[config.mk]
export PLATFORM = sky130hd
export DESIGN_NAME = uart_rx_param
export DESIGN_NICKNAME = d
export VERILOG_FILES = /design/src/rtl/uart_rx_param.sv
export SDC_FILE = /design/constraint.sdc
export NUM_CORES = 1
export LEC_CHECK = 0
export CORE_UTILIZATION = 50
export DETAILED_ROUTE_END_ITERATION = 6
export HOLD_SLACK_MARGIN = 0.1
export MAX_ROUTING_LAYER = met4
export PLACE_DENSITY = 0.85
export SYNTH_ARGS = -nofsm -noshare
export SYNTH_HDL_FRONTEND = slang
export SYNTH_SLANG_ARGS = --single-unit
[constraint.sdc]
create_clock -name clk -period 1.82 [get_ports clk]
set_clock_uncertainty 0.2 [all_clocks]
set_input_delay 0.273 -clock clk [delete_from_list [all_inputs] [get_ports clk]]
set_output_delay 0.273 -clock clk [all_outputs]
set_load 0.005 [all_outputs]
[src/rtl/uart_rx_param.sv]
// -----------------------------------------------------------------------------
// uart_rx_param
// Parameterised UART receiver. The asynchronous serial line is brought into
// the clock domain through a two-flop synchronizer. A five-state FSM then
// finds the start bit on a falling edge, confirms it at mid-bit, and samples
// each data, parity and stop bit once per bit period, near mid-bit. Every
// completed frame, including one with errors, produces a one-cycle
// data_valid pulse together with the received word and its error flags.
//
// Parameters
//   CLKS_PER_BIT : clock cycles per serial bit (even, >= 4)
//   DATA_BITS    : data bits per frame (5..9)
//   PARITY       : 0 none, 1 even, 2 odd
//   STOP_BITS    : stop bits checked per frame (1 or 2)
//
// Ports
//   clk        : single clock, rising edge
//   rst        : synchronous active-high reset
//   rx_in      : asynchronous serial input, idle high
//   data_out   : last received word (first bit on the line is the LSB)
//   data_valid : one-cycle pulse when a frame completes
//   parity_err : parity mismatch of the last frame, qualified by data_valid
//   frame_err  : a stop bit of the last frame sampled low, qualified by data_valid
//   busy       : high whenever the FSM is not in IDLE
// -----------------------------------------------------------------------------
module uart_rx_param #(
    parameter int CLKS_PER_BIT = 16,
    parameter int DATA_BITS    = 8,
    parameter int PARITY       = 0,
    parameter int STOP_BITS    = 1
) (
    input  logic                 clk,
    input  logic                 rst,
    input  logic                 rx_in,
    output logic [DATA_BITS-1:0] data_out,
    output logic                 data_valid,
    output logic                 parity_err,
    output logic                 frame_err,
    output logic                 busy
);

    localparam int CW = $clog2(CLKS_PER_BIT);
    localparam int BW = $clog2(DATA_BITS + 1);

    localparam logic [CW-1:0] BIT_LAST  = CW'(CLKS_PER_BIT - 1);
    localparam logic [CW-1:0] HALF_LAST = CW'(CLKS_PER_BIT / 2 - 1);
    localparam logic [BW-1:0] DATA_LAST = BW'(DATA_BITS - 1);
    localparam logic [BW-1:0] STOP_LAST = BW'(STOP_BITS - 1);
    localparam logic          PAR_ODD   = (PARITY == 2);

    typedef enum logic [2:0] {
        IDLE,
        START,
        DATA,
        PAR,
        STOP
    } state_t;

    state_t               state_q, state_d;
    logic [CW-1:0]        cyc_q, cyc_d;
    logic [BW-1:0]        bit_q, bit_d;
    logic                 rx_meta_q, rx_meta_d;
    logic                 rx_s_q, rx_s_d;
    logic                 rx_prev_q, rx_prev_d;
    logic [DATA_BITS-1:0] shift_q, shift_d;
    logic                 perr_q, perr_d;
    logic                 ferr_q, ferr_d;
    logic                 pend_q, pend_d;
    logic [DATA_BITS-1:0] data_out_q, data_out_d;
    logic                 data_valid_q, data_valid_d;
    logic                 parity_err_q, parity_err_d;
    logic                 frame_err_q, frame_err_d;
    logic                 fall;

    // Falling edge of the synchronized line. The edge register only becomes
    // 1 again once the line has actually been high, so a line held low after
    // a bad stop bit cannot start a new frame.
    assign fall = rx_prev_q & ~rx_s_q;

    always_comb begin
        state_d      = state_q;
        cyc_d        = cyc_q + 1'b1;
        bit_d        = bit_q;
        shift_d      = shift_q;
        perr_d       = perr_q;
        ferr_d       = ferr_q;
        pend_d       = 1'b0;
        data_out_d   = data_out_q;
        data_valid_d = 1'b0;
        parity_err_d = parity_err_q;
        frame_err_d  = frame_err_q;
        rx_meta_d    = rx_in;
        rx_s_d       = rx_meta_q;
        rx_prev_d    = rx_s_q;

        case (state_q)
            IDLE: begin
                cyc_d = '0;
                bit_d = '0;
                // pend_q carries an edge that arrived while the last stop bit
                // was being sampled, when the FSM could not yet act on it.
                if (fall || pend_q) begin
                    state_d = START;
                    perr_d  = 1'b0;
                    ferr_d  = 1'b0;
                end
            end

            START: begin
                // Half a bit after the edge: still low means a real start bit.
                if (cyc_q == HALF_LAST) begin
                    cyc_d   = '0;
                    state_d = rx_s_q ? IDLE : DATA;
                end
            end

            DATA: begin
                if (cyc_q == BIT_LAST) begin
                    cyc_d   = '0;
                    shift_d = {rx_s_q, shift_q[DATA_BITS-1:1]};
                    bit_d   = bit_q + 1'b1;
                    if (bit_q == DATA_LAST) begin
                        bit_d   = '0;
                        state_d = (PARITY == 0) ? STOP : PAR;
                    end
                end
            end

            PAR: begin
                // Mismatch when the received bit differs from the XOR of the
                // data (even) or its inverse (odd).
                if (cyc_q == BIT_LAST) begin
                    cyc_d   = '0;
                    perr_d  = rx_s_q ^ (^shift_q) ^ PAR_ODD;
                    state_d = STOP;
                end
            end

            STOP: begin
                if (cyc_q == BIT_LAST) begin
                    cyc_d  = '0;
                    ferr_d = ferr_q | ~rx_s_q;
                    bit_d  = bit_q + 1'b1;
                    if (bit_q == STOP_LAST) begin
                        bit_d        = '0;
                        state_d      = IDLE;
                        data_out_d   = shift_q;
                        data_valid_d = 1'b1;
                        parity_err_d = perr_q;
                        frame_err_d  = ferr_q | ~rx_s_q;
                        pend_d       = fall;
                    end
                end
            end

            default: begin
                state_d = IDLE;
                cyc_d   = '0;
                bit_d   = '0;
            end
        endcase
    end

    always_ff @(posedge clk) begin
        if (rst) begin
            state_q      <= IDLE;
            cyc_q        <= '0;
            bit_q        <= '0;
            rx_meta_q    <= 1'b1;
            rx_s_q       <= 1'b1;
            rx_prev_q    <= 1'b1;
            perr_q       <= 1'b0;
            ferr_q       <= 1'b0;
            pend_q       <= 1'b0;
            data_out_q   <= '0;
            data_valid_q <= 1'b0;
            parity_err_q <= 1'b0;
            frame_err_q  <= 1'b0;
        end else begin
            state_q      <= state_d;
            cyc_q        <= cyc_d;
            bit_q        <= bit_d;
            rx_meta_q    <= rx_meta_d;
            rx_s_q       <= rx_s_d;
            rx_prev_q    <= rx_prev_d;
            perr_q       <= perr_d;
            ferr_q       <= ferr_d;
            pend_q       <= pend_d;
            data_out_q   <= data_out_d;
            data_valid_q <= data_valid_d;
            parity_err_q <= parity_err_d;
            frame_err_q  <= frame_err_d;
        end
    end

    // The shift register is fully rewritten by every frame before it is
    // copied to data_out, so it needs no reset.
    always_ff @(posedge clk) begin
        shift_q <= shift_d;
    end

    assign data_out   = data_out_q;
    assign data_valid = data_valid_q;
    assign parity_err = parity_err_q;
    assign frame_err  = frame_err_q;
    assign busy       = (state_q != IDLE);

endmodule

Word-level counts from Yosys, hierarchy flattened
Index checks and enable logic that the tools add are counted.
{ "classes": {"n_addsub": 2, "n_mul": 0, "div_mod_pow": 0, "order_cmp": 0, "eq_ne": 14, "shifts": 0, "mux": 23, "bitwise": 8, "reduce_logical": 17} }
{ "op_table": {"columns": ["op", "count"], "rows": [
  ["$mux W4", 6],
  ["$mux W3", 7],
  ["$pmux W3 S5", 1],
  ["$ne A2 B2 Y1 const B", 7],
  ["$pmux W4 S3", 1],
  ["$reduce_and A3 Y1", 4],
  ["$add A4 B1 Y4 const B", 2],
  ["$eq A4 B3 Y1 const B", 2],
  ["$pmux W4 S2", 1],
  ["$reduce_xor A8 Y1", 1],
  ["$reduce_and A7 Y1", 1],
  ["$eq A3 B2 Y1 const B", 2],
  ["$reduce_or A3 Y1", 2],
  ["$not A1 Y1", 5],
  ["$eq A4 B4 Y1 const B", 1],
  ["$logic_not A4 Y1", 1],
  ["$mux W1", 4],
  ["$pmux W1 S2", 2],
  ["$reduce_bool A2 Y1", 2],
  ["$reduce_or A4 Y1", 1],
  ["$eq A3 B1 Y1 const B", 1],
  ["$eq A3 B3 Y1 const B", 1],
  ["$logic_not A3 Y1", 1],
  ["$reduce_bool A3 Y1", 1],
  ["7 further kinds", 7]
]} }
{ "totals": {"reg_bits": 36, "latch_bits": 0, "mem_bits_rw": 0, "rom_bits": 0, "input_bits": 3, "wordCells": 78, "n_memories": 0} }

Depth between registers and ports, before layout
Gate-level depths: netlist of run 1.
{ "logic_depth": {"depth_word": 5, "depth_mapped": 7, "ltp_nobuf": 7} }

Least setup slack after synthesis of run 1
Ideal clock, no wire load.
{ "synth_timing": {"path_type": "reg-to-reg", "from": "register cyc_q[0]", "to": "register shift_q[0] (enable)", "setup_ns": 0.383, "t_arrival_ns": 1.410, "path_slack_ns": -0.173, "stages_incl_launch_ff": 4, "n_path_buf": 0, "synth_period_minus_slack_ns": 1.993, "cell_sequence": "dfxtp_1 ha_1 nand3_1 nor3_1"} }
{ "synth_via": {"elab_chain_cells": 2} }
{ "synth_rtl": {"columns": ["element", "line", "text"], "rows": [
  ["start: declaration", "60", "logic [CW-1:0] cyc_q, cyc_d;"],
  ["start signal: assignment", "181", "cyc_q <= cyc_d;"],
  ["$eq A4 B4 Y1", "118", "if (cyc_q == BIT_LAST) begin"],
  ["$reduce_and A2 Y1 (no source line)", null, null],
  ["end signal: assignment", "199", "shift_q <= shift_d;"],
  ["end: declaration", "65", "logic [DATA_BITS-1:0] shift_q, shift_d;"]
]} }
Every way passes these cells.
A chain may end at the register's enable or synchronous reset.

Worst setup path after layout of run 1
{ "layout_timing": {"from": "register bit_q[0]", "to": "register state_q[1]"} }
{ "layout_via": {"elab_chain_cells": 3, "word_cells_on_any_way": 5} }
{ "layout_rtl": {"columns": ["element", "line", "text"], "rows": [
  ["start: declaration", "61", "logic [BW-1:0] bit_q, bit_d;"],
  ["start signal: assignment", "182", "bit_q <= bit_d;"],
  ["$eq A4 B3 Y1 or $logic_not A4 Y1 (tied branches)", "122, 144", null],
  ["$ne A2 B2 Y1 (no source line)", null, null],
  ["$reduce_and A7 Y1 (no source line) (*)", null, null],
  ["end signal: assignment", "180", "state_q <= state_d;"],
  ["end: declaration", "59", "state_t state_q, state_d;"]
]} }
Every way passes the cells marked *; elsewhere a longest branch is shown, timed or not.

==> impl_metrics.json, run 1 <==
{
  "status": "complete, but fails checks",
  "violations": "DRC, setup timing",
  "synth-xor-area-share_pct": 5.98,
  "cts.path.max_buffers": 2,
  "synthAdderAreaFrac_pct": 2.42,
  "vias": 1317,
  "firstDrtPassIters": 6,
  "synth.most_common_cell": "dfxtp_1",
  "drc": 2,
  "antenna_found_initial": 0,
  "wl_per_cell_um": 15.6,
  "yosysSeqAreaShare_pct": 51.7,
  "synth-warning-count": 0,
  "die_h_um": 57.7,
  "synth_largest_area_cell": "dfxtp_1",
  "synth_edf_count": 8,
  "worst_path_max_delay_cell": "or3b_4",
  "synth_top_area_share_pct": 36.2,
  "setup_viol": 14,
  "cap_violations": 0,
  "initial_core_util_pct": 54.3,
  "die_w_um": 57.7,
  "regArea_um2": 808,
  "fin_ws_ps": -75.5,
  "grt_remaining_overflow": 0,
  "reg2reg_depth": 7,
  "synthSimpleGateAreaFrac_pct": 23.0,
  "min-delay-path-class": "flop to flop",
  "max-slew-margin-rel_pct": 71.2,
  "synth-async-reset-ratio_pct": 0,
  "synth_common_cells": "28 x dfxtp_1, 27 x nand2_1, 17 x a21oi_1",
  "switching_share_pct": 22.0,
  "cp-start-kind": "flop",
  "place_congestion": 0.898,
  "rr_startpoint": "bit_q[0]",
  "h-tree-depth": 2,
  "cts_buffers": 5,
  "ios": 15,
  "synth-seq-cells": 36,
  "synth_top_family_by_area": "simple AND/OR/NAND/NOR gates",
  "slowest_delay_ps": 390,
  "whs_ps": 220,
  "multi_input_area_um2": 766,
  "drt_iter0_drc": 52,
  "track_usage_pct": 24.6,
  "cts_sinks": 36,
  "die_area_um2": 3320,
  "synth_cell_types": 41,
  "p_per_area_nw_per_um2": 698,
  "crit_path_end": "state_q[1]",
  "io_buffers": 14,
  "r2r_setup_slack_ps": -80,
  "synth_flop_cell": "dfxtp_1",
  "synth_mux_area_share_pct": 1.29,
  "r2r_end": "state_q[1]",
  "syn_avg_cell_area_um2": 9.56,
  "drt-total-wl_um": 3670,
  "slew_viol_final": 0,
  "finalHoldViolations": 0,
  "ir_worst_vdd_mv": 0.496,
  "startpoint": "bit_q[0]",
  "clk_pin_slew_ps": 130,
  "grt_pass1_wl_um": 5900,
  "p_seq_share_pct": 56.7,
  "core_area_um2": 2850,
  "endpoint_kind": "flop",
  "synth_compound_area_share_pct": 12.1,
  "synth_area_leaders": "dfxtp_1 36%, edfxtp_1 16%, nand2_1 6.5%",
  "post-place-cells": 222,
  "insertedDiodeCount": 0,
  "period_share_pct": 104,
  "ctsRootBufferMaster": "clkbuf_4",
  "arrival_ps": 1930,
  "syn_area_um2": 1550,
  "rows": 19,
  "pwr-share-comb_pct": 3.2,
  "mappedNetlistNets": 168,
  "p_leak_uw": 0.000749,
  "path_max_fanout": 3,
  "critPathKind": "flop to flop",
  "fin_nets": 209,
  "viasPerCell": 5.60,
  "min_path_cells": 1,
  "layout_min_cycle_time_ps": 1900,
  "intPower_uw": 1120,
  "dp_slack_ps": -88.3,
  "utilization_pct": 72.4,
  "grt_pass1_vias": 1346,
  "instances_no_fill": 235,
  "cts_tree": "built",
  "pwr-share-clk_pct": 40.0,
  "clock.fmax_mhz": 528,
  "fillCellCount": 197,
  "clock_latency_ps": 360,
  "syn_to_final_growth_pct": 33.3,
  "grt_max_degree": 13,
  "place_hpwl_um": 2500,
  "switchingPower_uw": 317,
  "ctsHoldBuffers": 0,
  "synthCells": 162,
  "required_ps": 1860,
  "drive_gt1_share_pct": 31.9,
  "worstPathCellList": "inv_2 -> ha_1 -> or3b_4 -> a22oi_2 -> o211ai_1 -> mux2i_1 -> nor2_1",
  "ant_nets": 0,
  "rsz0062_at_grt": "true",
  "worst_pin_slew_ps": 430
}
[what timing repair did]
item                                    4_1_cts  5_1_grt
endpoints found under the setup margin       16       27
pin swaps                                     1        5
setup buffers                                 0        4
resized for setup                            17       17
gates cloned                                  1        0
[metrics by stage]
step	setup TNS, ps	cell area [µm²]	power [µW]
after floorplan	-65.1	1550	861
after global placement	-37.2	1860	879
after detailed placement	-786	1860	881
after CTS	-548	1980	1440
after global routing	-1840	2060	1480
final	-657	2060	1440
[routing by layer]
layer  wire length, µm  track usage (%)  up-vias
met5                 0                -        -
met1              1460             25.3      617
met4                92             12.9        0
met3               153             6.70       12
met2              1960             43.0       47
li1                  -                -      641
[power by group through the flow]
stage / Combinational (µW) / Sequential (µW) / Clock [µW]
after floorplan: 24.9 / 836 / 0
after global placement: 42.8 / 836 / 0
after detailed placement: 44.6 / 836 / 0
after CTS: 44.7 / 817 / 582
after global routing: 50.0 / 818 / 607
final: 46.6 / 817 / 577
[placed cells by master, fill, tap and decap left out, drive strengths merged, types with 3 or more instances in the layout]
cell	synthesis	routed
nor3b	3	3
or3	4	4
xor2	3	3
nand3	5	5
or2	4	4
buf	3	27
clkdlybuf4s50	0	13
nor3	4	4
inv	4	4
o21ai	5	5
clkbuf	4	6
dfxtp	28	28
xnor2	5	5
ha	3	3
and2	3	3
nand2	27	27
nor2	8	8
edfxtp	8	8
a21oi	17	17
[state kept, by name, summed over array words and instances, names as in the netlist]
register and count:
ferr_q 1, rx_prev_d 1, shift_q 8, bit_q 4, rx_prev_q 1, rx_meta_q 1, parity_err 1, cyc_q 4
data_out 8, perr_q 1, pend_q 1, data_valid 1, frame_err 1, state_q 3
[how the worst min path moves through the flow]
stage          startpoint   endpoint  slack, ps
6_report        rx_meta_q  rx_prev_d        220
5_1_grt         rx_meta_q  rx_prev_d        250
4_1_cts         rx_meta_q  rx_prev_d        220
3_5_place_dp    rx_meta_q  rx_prev_d        200
3_3_place_gp    rx_meta_q  rx_prev_d        200
2_1_floorplan       rx_in  rx_meta_q        180
[cells by family after synthesis]
family	after synthesis
XOR/XNOR	9
buffers and inverters	11
AO/OA/AOI/OAI	32
adder cells (fa/ha/maj)	3
flip-flops	36
multiplexers	2
AND/OR/NAND/NOR	69
[cell type report]
| class | instances | area share [%] |
|---|---|---|
| inverters | 4 | 0.727 |
| clock inverters | 3 | 2.06 |
| clock buffers | 5 | 1.82 |
| well taps | 31 | 1.88 |
| multi-input cells | 115 | 37.1 |
| repair buffers | 41 | 17.3 |
| flip-flops and latches | 36 | 39.2 |
[critical path: cells and delay by family, from the launching register on]
kind	cells	cell delay [ps]
adder cells (fa/ha/maj)	1	130
AO/OA/AOI/OAI	2	410
multiplexers	1	200
AND/OR/NAND/NOR	2	440
buffers and inverters	1	50
flip-flops	1	350
Power figures use the tool's default switching activity.
==> inputs of run 2 (changes only) <==
CTS_CLUSTER_SIZE = 20   (was not set)
SLEW_MARGIN = 40   (was not set)
==> results of run 2 <==
Final layout, timing and power as in run 1 (identical DEF).
==> edit 1 (flow settings as in run 2) <==
Put one more register stage on the output `frame_err`, with the module's reset. The value now appears one clock later. The other outputs are not delayed to match.
--- a/src/rtl/uart_rx_param.sv
+++ b/src/rtl/uart_rx_param.sv
@@ -202,7 +202,13 @@
     assign data_out   = data_out_q;
     assign data_valid = data_valid_q;
     assign parity_err = parity_err_q;
-    assign frame_err  = frame_err_q;
+    always_ff @(posedge clk) begin
+        if (rst) begin
+            frame_err <= '0;
+        end else begin
+            frame_err <= frame_err_q;
+        end
+    end
     assign busy       = (state_q != IDLE);
 
 endmodule
Behaviour: same outputs for any inputs over 10 cycles, from zero or initial values and one cycle with rst high; that may be too few to reach the edited logic, so the function may still have changed.
==> edit 1 against run 2 <==
  * The flow finishes with violations (negative setup slack)
  * Clock power is 4.9% higher
  * Combinational power is 21% higher
  * Critical path depth stayed put
  * Worst setup slack better by 0.0016 ns
  * Synthesized area is 4.9% higher
  * Hold slack better by 0.032 ns
  * Sequential cell count is 1 higher
  * Routed wire length is 4.9% lower
  * Final area is 0.97% higher
  * Total power is 4.5% higher
  * Critical path type unchanged
==> edit 1: results (changes against run 2) <==
{| class="wikitable"
! Metric !! Value
|-
| Run status || finished with violations
|-
| Violated checks || negative setup slack
|-
| # fillers || 240 (+22%)
|-
| DR vias/cell || 5.26 (-6.1%)
|-
| Top cell types by occurrence after synthesis || 29 x sky130_fd_sc_hd__dfxtp_1, 20 x sky130_fd_sc_hd__nor2_1, 11 x sky130_fd_sc_hd__mux2i_1
|-
| Count of final setup violators || 3 (-11)
|-
| Leakage || 0.833 nW (+11%)
|-
| DP Worst Slack || -0.131 ns (-0.0426 ns)
|-
| Average wire per cell in the routed design || 14.8 µm (-5.3%)
|-
| Syn_nets || 163 (-3.0%)
|-
| Remaining max-slew budget at the tightest pin || 66.8% (-4.4 points)
|-
| Sequential area share after synthesis || 50.5% (-1.2 points)
|-
| Final critical-path setup slack || -0.0739 ns (+0.00158 ns)
|-
| Final GP Congestion || 0.884 (-1.6%)
|-
| Combined global-route utilization of all metal layers || 22.0% (-2.6 points)
|-
| Arrival time of the worst setup path || 1.95 ns (+0.02 ns)
|-
| Drt first-iter violations || 69 (+33%)
|-
| Worst-case vdd ir drop || 0.000569 V (+15%)
|-
| Cell area reported after detailed placement || 0.00192 mm² (+3.4%)
|-
| Share of final-layout standard cells stronger than drive strength 1 || 28.6% (-3.2 points)
|-
| CP max FO || 2 (-1)
|-
| Area growth from synthesis to layout || 28.3%
|-
| Cell count after placement || 221 (-0.45%)
|-
| Placed wire-length estimate after detailed placement || 2.39 mm (-4.4%)
|-
| Per-instance average area after synthesis || 10.4 µm² (+8.3%)
|-
| Ranking of synthesized cells by area || sky130_fd_sc_hd__dfxtp_1 36%, sky130_fd_sc_hd__edfxtp_1 15%, sky130_fd_sc_hd__mux2i_1 6.8%, sky130_fd_sc_hd__nor2_1 4.6%, sky130_fd_sc_hd__xnor2_1 3.2%
|}
edit 1: cell type report:
class / count / area share (%)
well taps: 44 / 2.64
multi-input cells: 107 / 37.9
inverters: 5 / 0.900
clock inverters: 2 / 1.80
clock buffers: 6 / 2.46
repair buffers: 35 / 14.2
flip-flops and latches: 37 / 40.0
edit 1: kinds of logic (layout without fill, tap and decap cells):
group	after synthesis	after routing	share of synthesized area [%]
flip-flops	37	37	50.5
adder cells (fa/ha/maj)	3	3	2.31
multiplexers	11	11	6.77
AO/OA/AOI/OAI	23	23	8.08
XOR/XNOR	11	11	6.77
buffers and inverters	13	48	3.93
AND/OR/NAND/NOR	59	59	21.6
edit 1: worst paths after layout:
| path | endpoint | slack (ns) | cells past startpoint |
|---|---|---|---|
| max reg2reg | state_q[2]$_SDFFE_PP0P_ | -0.07 | 7 |
| max | state_q[2]$_SDFFE_PP0P_ | -0.07 | 7 |
| min reg2reg | rx_prev_d$_SDFF_PP1_ | 0.25 | 1 |
| min | rx_prev_d$_SDFF_PP1_ | 0.25 | 1 |
edit 1: power breakdown:
part | switching, mW | internal, mW | total (mW)
registers | 0.00828 | 0.836 | 0.844
logic | 0.0275 | 0.0288 | 0.0563
clock network | 0.279 | 0.326 | 0.605
edit 1: metal layers:
layer	global-route usage [%]	vias up	wire (µm)
met5	-	-	0
met4	7.82	0	38
met3	8.08	7	149
met2	35.4	28	1820
met1	25.3	595	1480
li1	-	612	-
edit 1: timing repair:
action | in CTS | in global routing
resized for setup | 7 | 5
hold buffers | 0 | 0
buffers inserted | 6 | 1
pin swaps | 4 | 1
gates cloned | 0 | 0
setup endpoints to repair | 5 | 7
==> edit 2 (flow settings as in run 2) <==
Without the edit above. The parameter `CLKS_PER_BIT` goes from 16 to 32.
--- a/src/rtl/uart_rx_param.sv
+++ b/src/rtl/uart_rx_param.sv
@@ -24,7 +24,7 @@
 //   busy       : high whenever the FSM is not in IDLE
 // -----------------------------------------------------------------------------
 module uart_rx_param #(
-    parameter int CLKS_PER_BIT = 16,
+    parameter int CLKS_PER_BIT = 32,
     parameter int DATA_BITS    = 8,
     parameter int PARITY       = 0,
     parameter int STOP_BITS    = 1
Formal check against the unedited RTL: no difference found for any inputs over 10 cycles, from zero or initial values and one cycle with rst high; that may be too few to reach the edited logic, so the function may still have changed.
==> edit 2 against run 2 <==
  * Die area is 12% higher
  * Cell count is 3.8% higher
  * Worst setup slack better by 0.16 ns
  * Synthesized area is 13% higher
  * Total power is 1.8% higher
  * Sequential cell count is 1 higher
  * First-iteration DRC count is 15% higher
  * Clock power is 2% lower
  * Final area is 5.7% higher
  * Sequential power is 3.3% higher
  * Routed wire length is 2.6% higher
  * Highest routed layer unchanged
==> edit 2: results (changes against run 2) <==
{| class="wikitable"
! Metric !! Value
|-
| Leakage || 0.844 nW (+13%)
|-
| Largest net degree at the start of global routing || 13 (unchanged)
|-
| Adder-Cell Fraction of Synth Area || 2.87% (+0.44 points)
|-
| Run status || complete, no violations
|-
| Wire length of the first global-routing pass || 5.87 mm (-0.58%)
|-
| H-Tree Level Count || 2 (unchanged)
|-
| Average wire per cell in the routed design || 15.4 µm (-1.2%)
|-
| Sequential area share after synthesis || 47.0% (-4.7 points)
|-
| Combined global-route utilization of all metal layers || 22.6% (-2.1 points)
|-
| Root cell of the clock tree || sky130_fd_sc_hd__clkbuf_4
|-
| Router iterations before antenna repair || 5 (-1)
|-
| Count of cell types in the netlist || 56 (+37%)
|-
| Arrival time of the worst setup path || 1.79 ns (-0.14 ns)
|-
| Buffers on Ports || 14 (unchanged)
|-
| Syn_nets || 176 (+4.8%)
|-
| Clock latency reported for the late side of the worst-skew pair || 0.35 ns
|-
| Maximum clock insertion buffer count || 2 (unchanged)
|-
| Async SR Flop Fraction || 0% (unchanged)
|-
| Final GP Congestion || 0.876 (-2.5%)
|-
| Area fraction in compound gates after synthesis || 12.5% (+0.36 points)
|-
| Top cell types by occurrence after synthesis || 29 x sky130_fd_sc_hd__dfxtp_1, 18 x sky130_fd_sc_hd__nor2_1, 9 x sky130_fd_sc_hd__mux2i_1, 9 x sky130_fd_sc_hd__nor3_1
|-
| CP max FO || 7 (+4)
|-
| Dominant register cell in the synthesized netlist || sky130_fd_sc_hd__dfxtp_1
|-
| Worst hold path class || reg2reg
|-
| Final nets || 204 (-2.4%)
|-
| Share of final-layout standard cells stronger than drive strength 1 || 25.3% (-6.6 points)
|-
| Number of global-route vias before repair || 1298 (-3.6%)
|-
| Ranking of synthesized cells by area || sky130_fd_sc_hd__dfxtp_1 33%, sky130_fd_sc_hd__edfxtp_1 14%, sky130_fd_sc_hd__mux2i_1 5.2%, sky130_fd_sc_hd__nor2_1 3.9%, sky130_fd_sc_hd__ha_1 2.9%
|-
| Multiplexer area fraction after synthesis || 5.81% (+4.5 points)
|-
| Worst-case vdd ir drop || 0.000377 V (-24%)
|-
| Drt first-iter violations || 60 (+15%)
|-
| Remaining max-slew budget at the tightest pin || 71.8% (+0.64 points)
|-
| Xor/xnor cell area share of the yosys netlist || 5.59% (-0.39 points)
|-
| Clock transition at the registers of the reported paths || 0.12 ns
|-
| Count of flip-flops with a built-in enable after synthesis || 8 (unchanged)
|-
| DP Worst Slack || -0.0540 ns (+0.0343 ns)
|-
| DR vias/cell || 5.64 (+0.70%)
|-
| Placed wire-length estimate after detailed placement || 2.61 mm (+4.2%)
|}
-- edit 2: cell count changes after synthesis, sizes merged, moves of 4 or more --
cell   change
nor2      +10
nand2     -23
a21oi     -12
mux2i      +7
nor3       +5
nand3      +4
-- edit 2: cells by family after synthesis --
family / count (synthesis)
buffers and inverters: 16
AOI/OAI and AO/OA: 30
adders and majority gates: 4
DFF: 37
muxes: 10
xor gates and xnor gates: 8
and+or+nand+nor: 64
-- edit 2: critical path: stages (launching register included) --
cell and delay [ns]:
sky130_fd_sc_hd__dfxtp_2 0.39, sky130_fd_sc_hd__ha_4 0.17, sky130_fd_sc_hd__nand4_4 0.17, sky130_fd_sc_hd__o32a_1 0.32
sky130_fd_sc_hd__and4_1 0.19, sky130_fd_sc_hd__a41o_1 0.20
-- edit 2: area by class of cell --
type / instances / area (µm²)
fillers: 291 / 1150
inverters: 6 / 22.5
well taps: 46 / 57.6
multi-input cells: 116 / 898
flip-flops and latches: 37 / 832
clock inverters: 3 / 41.3
repair buffers: 31 / 293
clock buffers: 5 / 37.5
-- edit 2: routing by layer --
layer / GRT usage [%] / routed length, µm
met4: 8.77 / 40
met3: 6.51 / 198
met2: 37.7 / 2000
met1: 25.5 / 1530
met5: - / 0
-- edit 2: timing repair --
action,in CTS,in global routing
hold buffers,0,0
gates cloned,0,1
pin swaps,0,1
endpoints found under the setup margin,14,16
resized for setup,8,15
buffers inserted,0,2
endpoints found under the hold margin,0,0
-- edit 2: worst paths after layout --
kind | start | end | slack, ns | cells after the start
worst max-delay path | cyc_q[0]$_SDFF_PP0_ | bit_q[2]$_SDFFE_PP0P_ | 0.08 | 5
worst min-delay path | rx_meta_q$_SDFF_PP1_ | rx_prev_d$_SDFF_PP1_ | 0.22 | 1
worst min register to register | rx_meta_q$_SDFF_PP1_ | rx_prev_d$_SDFF_PP1_ | 0.22 | 1
worst max register to register | cyc_q[0]$_SDFF_PP0_ | bit_q[2]$_SDFFE_PP0P_ | 0.08 | 5
-- edit 2: metrics by stage --
stage / cells / setup TNS, ns / instance area [µm²]
detailed placement: 233 / -0.421 / 2010
global placement: 233 / 0 / 2010
finish: 244 / 0 / 2180
floorplan: 169 / 0 / 1750
CTS: 241 / 0 / 2100
global route: 244 / -0.0102 / 2180
-- edit 2: power breakdown --
part | leakage (nW) | internal [mW] | switching, mW
combinational | 0.495 | 0.0249 | 0.0297
clock | 0.0389 | 0.284 | 0.284
sequential | 0.310 | 0.837 | 0.00625
total | 0.844 | 1.15 | 0.320
